**config.mk**
```make
export PLATFORM = sky130hd
export DESIGN_NAME = cq_viola_cpu_rstseq
export DESIGN_NICKNAME = d
export VERILOG_FILES = /design/src/rtl/cq_viola_cpu_rstseq.sv
export SDC_FILE = /design/constraint.sdc
export NUM_CORES = 1
export LEC_CHECK = 0
export CAP_MARGIN = 20
export CORE_MARGIN = 1
export CORE_UTILIZATION = 50
export DETAILED_ROUTE_END_ITERATION = 6
export MAX_ROUTING_LAYER = met4
export PLACE_DENSITY = 0.73
export SETUP_SLACK_MARGIN = 0.2
export SLEW_MARGIN = 10
export SYNTH_ARGS = -nofsm -noshare
export SYNTH_HDL_FRONTEND = slang
export SYNTH_SLANG_ARGS = --single-unit
```
**constraint.sdc**
```tcl
create_clock -name core_clk -period 5 [get_ports core_clk]
set_clock_uncertainty 0.05 [all_clocks]
set_input_delay 1 -clock core_clk [delete_from_list [all_inputs] [get_ports core_clk]]
set_output_delay 1 -clock core_clk [all_outputs]
set_load 0.05 [all_outputs]
```
**src/rtl/cq_viola_cpu_rstseq.sv**
```systemverilog
// ---------------------------------------------------------------------------
// cq_viola_cpu_rstseq
//
// Reset sequencer for the Nios II core in the cq_viola system. Host reset
// requests (a level from the reset-control PIO) and software reset pulses are
// turned into an Avalon reset handshake on the CPU:
//   1. raise resetrequest,
//   2. wait for resettaken, or give up after TAKEN_TIMEOUT cycles,
//   3. hold the peripheral/CPU reset domain in reset for HOLD_CYCLES cycles,
//      extended for as long as the host keeps its request high,
//   4. release for one cycle and go back to RUN.
// After system reset the block stays in BOOT for STARTUP_CYCLES cycles, and
// longer if the host is holding reset.
//
// Ports (all synchronous to core_clk):
//   core_clk          in   system clock, rising edge
//   reset             in   synchronous reset, active-high
//   host_req          in   host reset request level (reset_control_out_port)
//   sw_req            in   single-cycle software reset request pulse
//   cpu_resettaken    in   nios2_reset_resettaken
//   cpu_resetrequest  out  nios2_reset_resetrequest
//   core_reset        out  active-high reset for peripherals and CPU domain
//   cpu_running       out  high only while in RUN (reset_control_in_port)
//   timeout_flag      out  sticky, set when resettaken never arrived
//   reset_count       out  number of sequenced resets, saturates at 255
// ---------------------------------------------------------------------------
module cq_viola_cpu_rstseq #(
    parameter int STARTUP_CYCLES = 8,
    parameter int HOLD_CYCLES    = 16,
    parameter int TAKEN_TIMEOUT  = 1024
) (
    input  logic       core_clk,
    input  logic       reset,
    input  logic       host_req,
    input  logic       sw_req,
    input  logic       cpu_resettaken,
    output logic       cpu_resetrequest,
    output logic       core_reset,
    output logic       cpu_running,
    output logic       timeout_flag,
    output logic [7:0] reset_count
);

    // The shared down-counter only ever holds a load value minus one, so it
    // needs enough bits for the largest load minus one.
    localparam int MAX_LOAD_0 = (STARTUP_CYCLES > HOLD_CYCLES) ? STARTUP_CYCLES : HOLD_CYCLES;
    localparam int MAX_LOAD   = (MAX_LOAD_0 > TAKEN_TIMEOUT) ? MAX_LOAD_0 : TAKEN_TIMEOUT;
    localparam int CW         = (MAX_LOAD > 1) ? $clog2(MAX_LOAD) : 1;

    localparam logic [CW-1:0] STARTUP_LOAD = CW'(STARTUP_CYCLES - 1);
    localparam logic [CW-1:0] HOLD_LOAD    = CW'(HOLD_CYCLES - 1);
    localparam logic [CW-1:0] TAKEN_LOAD   = CW'(TAKEN_TIMEOUT - 1);
    localparam logic [CW-1:0] CNT_ONE      = CW'(1);
    localparam logic [CW-1:0] CNT_ZERO     = CW'(0);

    typedef enum logic [2:0] {
        ST_BOOT    = 3'd0,
        ST_RUN     = 3'd1,
        ST_REQ     = 3'd2,
        ST_HOLD    = 3'd3,
        ST_RELEASE = 3'd4
    } state_t;

    state_t          state_r;
    logic [CW-1:0]   cnt_r;
    logic            hq_d_r;

    logic            cnt_zero_s;
    logic            trigger_s;
    logic [7:0]      count_next_s;

    // Decode helpers: counter-at-zero, RUN trigger, saturating reset counter.
    always_comb begin
        cnt_zero_s   = (cnt_r == CNT_ZERO);
        trigger_s    = sw_req | (host_req & ~hq_d_r);
        if (reset_count == 8'd255) begin
            count_next_s = reset_count;
        end else begin
            count_next_s = reset_count + 8'd1;
        end
    end

    // Sequencer state machine; every output is updated together with the
    // state transition that implies it, so outputs are registered and track
    // the state one-to-one.
    always_ff @(posedge core_clk) begin
        // host_req edge register runs in every state, so a level held across
        // a sequence does not look like a new edge afterwards.
        hq_d_r <= host_req;

        if (reset) begin
            state_r          <= ST_BOOT;
            cnt_r            <= STARTUP_LOAD;
            hq_d_r           <= 1'b0;
            cpu_resetrequest <= 1'b0;
            core_reset       <= 1'b1;
            cpu_running      <= 1'b0;
            timeout_flag     <= 1'b0;
            reset_count      <= 8'd0;
        end else begin
            case (state_r)
                ST_BOOT: begin
                    if (!cnt_zero_s) begin
                        cnt_r <= cnt_r - CNT_ONE;
                    end
                    if (cnt_zero_s && !host_req) begin
                        state_r     <= ST_RUN;
                        core_reset  <= 1'b0;
                        cpu_running <= 1'b1;
                    end
                end

                ST_RUN: begin
                    // A simultaneous sw_req and host edge is one trigger.
                    if (trigger_s) begin
                        state_r          <= ST_REQ;
                        cnt_r            <= TAKEN_LOAD;
                        reset_count      <= count_next_s;
                        cpu_running      <= 1'b0;
                        cpu_resetrequest <= 1'b1;
                    end
                end

                ST_REQ: begin
                    if (cpu_resettaken) begin
                        state_r    <= ST_HOLD;
                        cnt_r      <= HOLD_LOAD;
                        core_reset <= 1'b1;
                    end else if (cnt_zero_s) begin
                        // The CPU never acknowledged; reset it anyway.
                        state_r      <= ST_HOLD;
                        cnt_r        <= HOLD_LOAD;
                        core_reset   <= 1'b1;
                        timeout_flag <= 1'b1;
                    end else begin
                        cnt_r <= cnt_r - CNT_ONE;
                    end
                end

                ST_HOLD: begin
                    if (!cnt_zero_s) begin
                        cnt_r <= cnt_r - CNT_ONE;
                    end
                    // A high host_req stretches the hold window.
                    if (cnt_zero_s && !host_req) begin
                        state_r          <= ST_RELEASE;
                        cpu_resetrequest <= 1'b0;
                        core_reset       <= 1'b0;
                    end
                end

                ST_RELEASE: begin
                    state_r     <= ST_RUN;
                    cpu_running <= 1'b1;
                end

                default: begin
                    // Unreachable encodings recover through BOOT.
                    state_r          <= ST_BOOT;
                    cnt_r            <= STARTUP_LOAD;
                    cpu_resetrequest <= 1'b0;
                    core_reset       <= 1'b1;
                    cpu_running      <= 1'b0;
                end
            endcase
        end
    end

endmodule
```
After elaboration in Yosys (flattened, before gate mapping)
Index checks and enable logic that the tools add are counted.
- bits in registers: 26
- input port bits: 5
- output and inout port bits: 12
- logic and storage cells: 65
- add/sub/neg operators: 2
- equality and inequality tests: 11
- multiplexer cells: 20
- bitwise gates (word level): 9
- reductions and logical operators: 15
- operator list (cell ; count):
    $mux W10 ; 4
    $pmux W10 S4 ; 1
    $reduce_and A3 Y1 ; 6
    $mux W3 ; 5
    $pmux W3 S5 ; 1
    $logic_not A10 Y1 ; 1
    $sub A10 B1 Y10 const B ; 1
    $add A8 B1 Y8 const B ; 1
    $eq A8 B8 Y1 const B ; 1
    $ne A2 B2 Y1 const B ; 4
    $not A1 Y1 ; 7
    $eq A3 B2 Y1 const B ; 2
    $mux W1 ; 6
    $pmux W1 S3 ; 2
    $reduce_or A2 Y1 ; 3
    $pmux W1 S4 ; 1
    $reduce_and A4 Y1 ; 1
    $eq A3 B1 Y1 const B ; 1
    $eq A3 B3 Y1 const B ; 1
    $logic_not A3 Y1 ; 1
    $ne A3 B3 Y1 const B ; 1
    $reduce_or A3 Y1 ; 1
    $ne A2 B1 Y1 const B ; 1
    $and A1 B1 Y1 ; 1
    other kinds (3) ; 3

Logic depth before layout (Yosys ltp)
Gate-level depths: netlist of run 1.
- depth after elaboration: 5
- gate-level depth with buffers: 8
- gate-level depth less buffers: 7

Worst setup path before layout of run 1
Ideal clock, no wire load.
- path type: input -> register
- start: input host_req
- end: register cnt_r[9]
- library setup time: 0.122 ns
- arrival time: 2.221 ns
- data required time: 4.828 ns
- slack: 2.607 ns
- stages: 5
- buffers on the path: 0
- cells stage by stage: nor2b_1 > nor3b_1 > a2111o_1 > nor2_1 > a221o_1
- word-level cells in the longest chain between the ends: 4
- ends and longest elaborated chain (item ; RTL line ; RTL):
    start, declared ; 34 ; input logic host_req,
    $and A1 B1 Y1 ; 75 ; trigger_s = sw_req | (host_req & ~hq_d_r);
    $or A1 B1 Y1 ; 75 ;
    $ne A2 B2 Y1 (no source line) ; - ;
    $reduce_and A3 Y1 (no source line) ; - ;
    end signal, assigned ; 104 ; cnt_r <= cnt_r - CNT_ONE;
    end signal, assigned ; 136 ; cnt_r <= cnt_r - CNT_ONE;
    end signal, assigned ; 142 ; cnt_r <= cnt_r - CNT_ONE;
    end, declared ; 65 ; logic [CW-1:0] cnt_r;
No other way between the ends.
A chain may end at the register's enable or synchronous reset.

Worst setup path in the final report of run 1
- start: input host_req
- end: register cnt_r[3]
Same word-level chain as after synthesis.

==> results.py, run 1 <==
metrics = {
    "finish": {
        "drive_gt1_frac": 0.0444,
        "insertedDiodeCount": 0,
        "final_cell_mix": "dfxtp_1, nor2_1, clkdlybuf4s50_1",
        "final_util": 0.587,
        "multi_input_area_um2": 845,
        "nNetsFinal": 189,
        "fillerInstances": 250,
        "syn_to_final_growth_pct": 11.9,
        "layout_commonest_cell": "dfxtp_1",
        "ff_latch_area_um2": 520,
    },
    "yosys": {
        "syn_nets": 179,
        "synth_edf_count": 0,
        "synthMuxAreaShare": 0.00692,
        "synth_top_family_by_area": "simple AND/OR/NAND/NOR gates",
        "synth_xor_area_frac": 0.0484,
        "ys.flop_type": "dfxtp_1",
        "yosysWarnings": 0,
        "synth.distinct_cells": 46,
        "syn-cell-area_um2": 1450,
        "async_reset_ff_frac": 0,
        "avgSynthCellArea_um2": 8.46,
        "ys_seq_area_frac": 0.360,
        "synthCells": 171,
        "synth_fa_ha_area_frac": 0.0260,
        "ys_seq_elements": 26,
        "yosys.area_share.simple": 0.266,
        "synth_compound_gate_area_share": 0.235,
    },
    "pwr": {
        "p_per_area_nw_per_um2": 214,
        "leakage_uw": 0.000573,
        "p_comb_frac": 0.074,
        "switching_share": 0.230,
        "p_int_uw": 266,
        "irDropWorstVdd_v": 0.000166,
        "power_frac_clock": 0.305,
        "switchingPower_uw": 79.4,
        "pwr-share-seq": 0.621,
    },
    "critical_path": {
        "worstSetupEndpoint": "cnt_r[3]",
        "start_kind": "primary input",
        "worstSetupEndpointType": "flip-flop",
        "cp_slowest_cell": "a2111oi_1",
        "crit_type": "in2reg",
        "path_buf_inv": 1,
        "critPathTopFamily": "compound AO/OA/AOI/OAI gates",
        "crit_start": "host_req",
        "worstPathArrival_ns": 3.21,
        "r2r_end": "cnt_r[5]",
        "cp.depth": 6,
        "cp.required_ns": 5.21,
        "r2r-start": "cnt_r[0]",
        "max_stage_delay_ns": 0.90,
        "r2r_cells": 7,
        "critPathMaxFanout": 6,
        "r2r_slack_ns": 2.48,
        "cp_cell_sequence": "clkdlybuf4s50_1 > nor2b_1 > nor3b_1 > a2111oi_1 > o21ai_0 > o21ai_1",
    },
    "placed_design": {
        "portBuffers": 16,
        "place_congestion": 0.877,
        "pre_cts_slack_ns": 1.66,
        "dp_hpwl_um": 2220,
    },
    "detailed_routing": {
        "drtIter0Drc": 48,
        "drtAntennaViolNets": 0,
        "num_vias": 1291,
        "drt_pass1_iterations": 4,
        "wl_um": 3070,
        "wl_per_cell_um": 14.5,
        "drc": 0,
        "via_per_inst": 6.12,
    },
    "clocking": {
        "insertion_delay_ns": 0.32,
        "cts_resized": 0,
        "cts_sinks": 26,
        "root_buffer": "clkbuf_4",
        "path_clk_slew_ns": 0.14,
        "htree_levels": 1,
        "post-cts-setup-buffer-count": 0,
        "cts_buffers": 3,
        "cts_hold_buf": 0,
        "clockBufferDepth": 2,
        "cts_tree": "done",
    },
    "grt": {
        "grt_pass1_wl_um": 5340,
        "grt_antenna_before_repair": 0,
        "grt_pass1_vias": 1233,
        "gr-total-overflow": 0,
        "grt_usage": 0.219,
        "grt_max_degree": 27,
    },
    "die": {
        "start_util": 0.525,
        "die_w_um": 55.8,
        "die_height_um": 55.8,
        "coreArea_um2": 2760,
        "io_pins": 17,
        "die_area_um2": 3110,
        "rows": 19,
    },
    "sta": {
        "slew-limit-headroom": 0.352,
        "clock.fmax_mhz": 334,
        "fin_ws_ns": 2.01,
        "tightest_slew_ns": 0.970,
        "period_share": 0.599,
        "tns_ns": 0,
        "hold_viol": 0,
        "post-route-min-period_ns": 2.99,
        "fin_hold_ws_ns": 0.440,
        "maxSlewViolCount": 0,
        "setup_viol": 0,
        "rsz0062_at_grt": "no",
    },
    "run_status": {
        "outcome": "completed",
    },
    "hold_path": {
        "hold_path.class": "reg2reg",
        "hold_depth": 2,
    },
    "run": {
        "cap_violations": 0,
    },
}
[flip-flops by register name, summed over array words and instances, names as in the netlist]
register / cells
cpu_running: 1
cnt_r: 10
cpu_resetrequest: 1
timeout_flag: 1
hq_d_r: 1
core_reset: 1
state_r: 3
reset_count: 8
[power by group through the flow]
stage          logic (uW)  clock network [uW]  registers, uW
3_5_place_dp         25.2                   0            219
3_3_place_gp         24.2                   0            219
5_1_grt              28.4                 115            216
6_report             25.6                 105            215
2_1_floorplan        19.3                   0            218
4_1_cts              25.4                 108            215
[cells in the mapped netlist, types with 2 or more instances]
master	count	area, um^2
o32ai_1	2	17.5
ha_1	3	37.5
o21ai_1	5	25.0
and3_1	2	12.5
a221o_1	3	30.0
nand3_1	3	15.0
o31ai_1	4	30.0
a31oi_1	2	12.5
o21ai_0	7	35.0
a22o_1	2	17.5
nor3b_1	3	22.5
nand2_1	10	37.5
nor3_1	11	55.1
nand2b_1	4	25.0
o21bai_1	2	15.0
a21oi_1	6	30.0
clkbuf_1	8	30.0
nor2_1	21	78.8
nor2b_1	4	25.0
xnor2_1	7	61.3
buf_6	3	33.8
inv_1	5	18.8
or3_1	2	12.5
a211oi_1	2	15.0
or4_1	3	22.5
nor4_1	2	12.5
dfxtp_1	26	521
[area by class of cell]
type	count	area share
inverter	5	0.0116
multi-input combinational	129	0.522
tap	31	0.0240
clock buffer	4	0.0224
timing repair buffer	16	0.0989
sequential	26	0.321
[cells by family (layout without fill, tap and decap cells)]
family	after synthesis	after routing
simple gates	72	72
compound gates	45	45
flops	26	26
buf+inv	16	25
xor+xnor	8	8
fa+ha+maj	3	3
mux	1	1
[how the worst min path moves through the flow]
| stage | from | endpoint | slack, ns |
|---|---|---|---|
| finish | timeout_flag | timeout_flag | 0.44 |
| global route | timeout_flag | timeout_flag | 0.49 |
| CTS | cpu_running | cpu_running | 0.45 |
| detailed placement | timeout_flag | timeout_flag | 0.41 |
| global placement | core_reset | core_reset | 0.42 |
| floorplan | cnt_r[3] | cnt_r[3] | 0.42 |
[worst min-delay path, delay by kind of cell, from the launching register on]
kind	cells	cell delay [ns]
AOI/OAI and AO/OA	1	0.04
DFF	1	0.35
and+or+nand+nor	1	0.07
[stage by stage]
step	std cells	total power, uW	area, um^2
floorplan	171	238	1450
global placement	207	243	1580
detailed placement	207	244	1580
CTS	211	348	1620
global route	211	359	1620
finish	211	346	1620
[per-layer routing]
| metal | track usage | up-vias | wire length (um) |
|---|---|---|---|
| li1 | - | 653 | - |
| met1 | 0.274 | 595 | 1480 |
| met2 | 0.355 | 34 | 1410 |
| met3 | 0.0256 | 9 | 99 |
| met4 | 0.100 | 0 | 75 |
| met5 | - | - | 0 |
Note: power is estimated with default switching activity, not from simulation.
==> inputs of run 2 (changes only) <==
==> constraint.sdc (replaced) <==
create_clock -name core_clk -period 3.1 [get_ports core_clk]
set_clock_uncertainty 0.05 [all_clocks]
set_input_delay 0.62 -clock core_clk [delete_from_list [all_inputs] [get_ports core_clk]]
set_output_delay 0.62 -clock core_clk [all_outputs]
set_load 0.05 [all_outputs]
==> results.py, run 2 (synthesized netlist as in run 1, its figures left out) <==
metrics = {
    "sta": {
        "period_share": 0.808,
        "tns_ns": 0,
        "slew-limit-headroom": 0.486,
        "setup_viol": 0,
        "fin_hold_ws_ns": 0.445,
        "tightest_slew_ns": 0.770,
        "post-route-min-period_ns": 2.50,
        "clock.fmax_mhz": 399,
        "fin_ws_ns": 0.596,
        "maxSlewViolCount": 0,
        "hold_viol": 0,
        "rsz0062_at_grt": "no",
    },
    "clocking": {
        "htree_levels": 1,
        "root_buffer": "clkbuf_4",
        "cts_hold_buf": 0,
        "insertion_delay_ns": 0.32,
        "cts_buffers": 3,
        "cts_resized": 0,
        "post-cts-setup-buffer-count": 0,
        "path_clk_slew_ns": 0.14,
        "cts_tree": "done",
        "clockBufferDepth": 2,
        "cts_sinks": 26,
    },
    "finish": {
        "syn_to_final_growth_pct": 12.6,
        "multi_input_area_um2": 843,
        "insertedDiodeCount": 0,
        "top_regs": "cnt_r (10), reset_count (8), state_r (3)",
        "nNetsFinal": 191,
        "final_util": 0.591,
        "largest-register": "cnt_r",
        "drive_gt1_frac": 0.0495,
        "largest_register_ffs": 10,
        "layout.cells.non_filler": 213,
        "layout_commonest_cell": "dfxtp_1",
        "ff_latch_area_um2": 520,
        "fillerInstances": 234,
        "final_cell_mix": "dfxtp_1, nor2_1, clkdlybuf4s50_1",
    },
    "detailed_routing": {
        "drc": 0,
        "drt_pass1_iterations": 4,
        "num_vias": 1291,
        "via_per_inst": 6.06,
        "wl_per_cell_um": 14.0,
        "wl_um": 2980,
        "drtAntennaViolNets": 0,
        "drtIter0Drc": 54,
    },
    "hold_path": {
        "hold_depth": 2,
        "hp-start": "core_reset",
        "hold_path.class": "reg2reg",
        "min_to": "core_reset",
    },
    "critical_path": {
        "critPathTopFamily": "compound AO/OA/AOI/OAI gates",
        "start_kind": "primary input",
        "path_buf_inv": 1,
        "cp_cell_sequence": "clkdlybuf4s50_1 > nor2b_1 > nor3b_1 > a221oi_2 > nor2_1 > a221o_1",
        "r2r_slack_ns": 0.62,
        "crit_type": "in2reg",
        "worstSetupEndpointType": "flip-flop",
        "r2r_cells": 7,
        "cp.required_ns": 3.27,
        "worstPathArrival_ns": 2.68,
        "critPathMaxFanout": 10,
        "r2r_end": "cnt_r[5]",
        "max_stage_delay_ns": 0.55,
        "r2r-start": "cnt_r[0]",
        "cp_slowest_cell": "clkdlybuf4s50_1",
    },
    "pwr": {
        "leakage_uw": 0.000579,
        "p_int_uw": 431,
        "irDropWorstVdd_v": 0.000234,
        "p_per_area_nw_per_um2": 344,
        "power_frac_clock": 0.306,
        "switchingPower_uw": 130,
        "switching_share": 0.231,
        "p_comb_frac": 0.076,
        "pwr-share-seq": 0.618,
    },
    "grt": {
        "grt_usage": 0.213,
        "gr-total-overflow": 0,
        "grt_antenna_before_repair": 0,
        "grt_pass1_vias": 1196,
        "grt_pass1_wl_um": 5200,
        "grt_max_degree": 25,
    },
    "placed_design": {
        "dp.cells": 208,
        "portBuffers": 16,
        "dp_hpwl_um": 2140,
        "pre_cts_slack_ns": 0.212,
        "place_congestion": 0.868,
    },
    "run": {
        "cap_violations": 0,
    },
    "die": {
        "start_util": 0.525,
        "rows": 19,
        "die_height_um": 55.8,
        "io_pins": 17,
        "die_area_um2": 3110,
        "die_w_um": 55.8,
        "coreArea_um2": 2760,
    },
    "run_status": {
        "outcome": "completed",
    },
}
## run 2: changes by cell type in the layout (fill, tap and decap cells not counted), sizes merged
cell,previous run,this run
clkbuf,4,5
buf,0,1
## run 2: worst reg2reg max path, delay by kind of cell (launching register included)
kind | cells | cell delay (ns)
buffers and inverters | 1 | 0.09
AOI/OAI and AO/OA | 3 | 0.79
DFF | 1 | 0.36
adders and majority gates | 1 | 0.14
and+or+nand+nor | 2 | 0.95
## run 2: worst max-delay path by stage
stage                   from  endpoint  cells after the start
global route        host_req  cnt_r[4]                      6
floorplan           cnt_r[4]  cnt_r[5]                      8
global placement    host_req  cnt_r[5]                      6
detailed placement  host_req  cnt_r[3]                      6
CTS                 host_req  cnt_r[3]                      6
finish              host_req  cnt_r[9]                      6
## run 2: stage by stage
| stage | total power [uW] | area (um^2) |
|---|---|---|
| after floorplan | 383 | 1450 |
| after global placement | 394 | 1590 |
| after detailed placement | 395 | 1590 |
| after CTS | 566 | 1630 |
| after global routing | 584 | 1630 |
| final | 560 | 1630 |
## run 2: power by group through the flow
stage	combinational [uW]	sequential, uW	clock (uW)
2_1_floorplan	31.1	352	0
3_3_place_gp	40.5	353	0
3_5_place_dp	41.4	354	0
4_1_cts	41.7	346	178
5_1_grt	47.4	348	189
6_report	42.5	346	172
## run 2: area by class of cell
class,count,area share
multi-input combinational,129,0.518
sequential,26,0.320
timing repair buffer,18,0.105
inverter,5,0.0115
clock buffer,4,0.0223
tap,31,0.0238
## run 2: layer usage
layer	wire (um)	global-route usage	vias up	share of wire
met5	0	-	-	0
met4	32	0.0821	0	0.011
met3	72	0.0279	4	0.024
met2	1420	0.329	19	0.48
met1	1460	0.284	618	0.49
li1	-	-	650	-
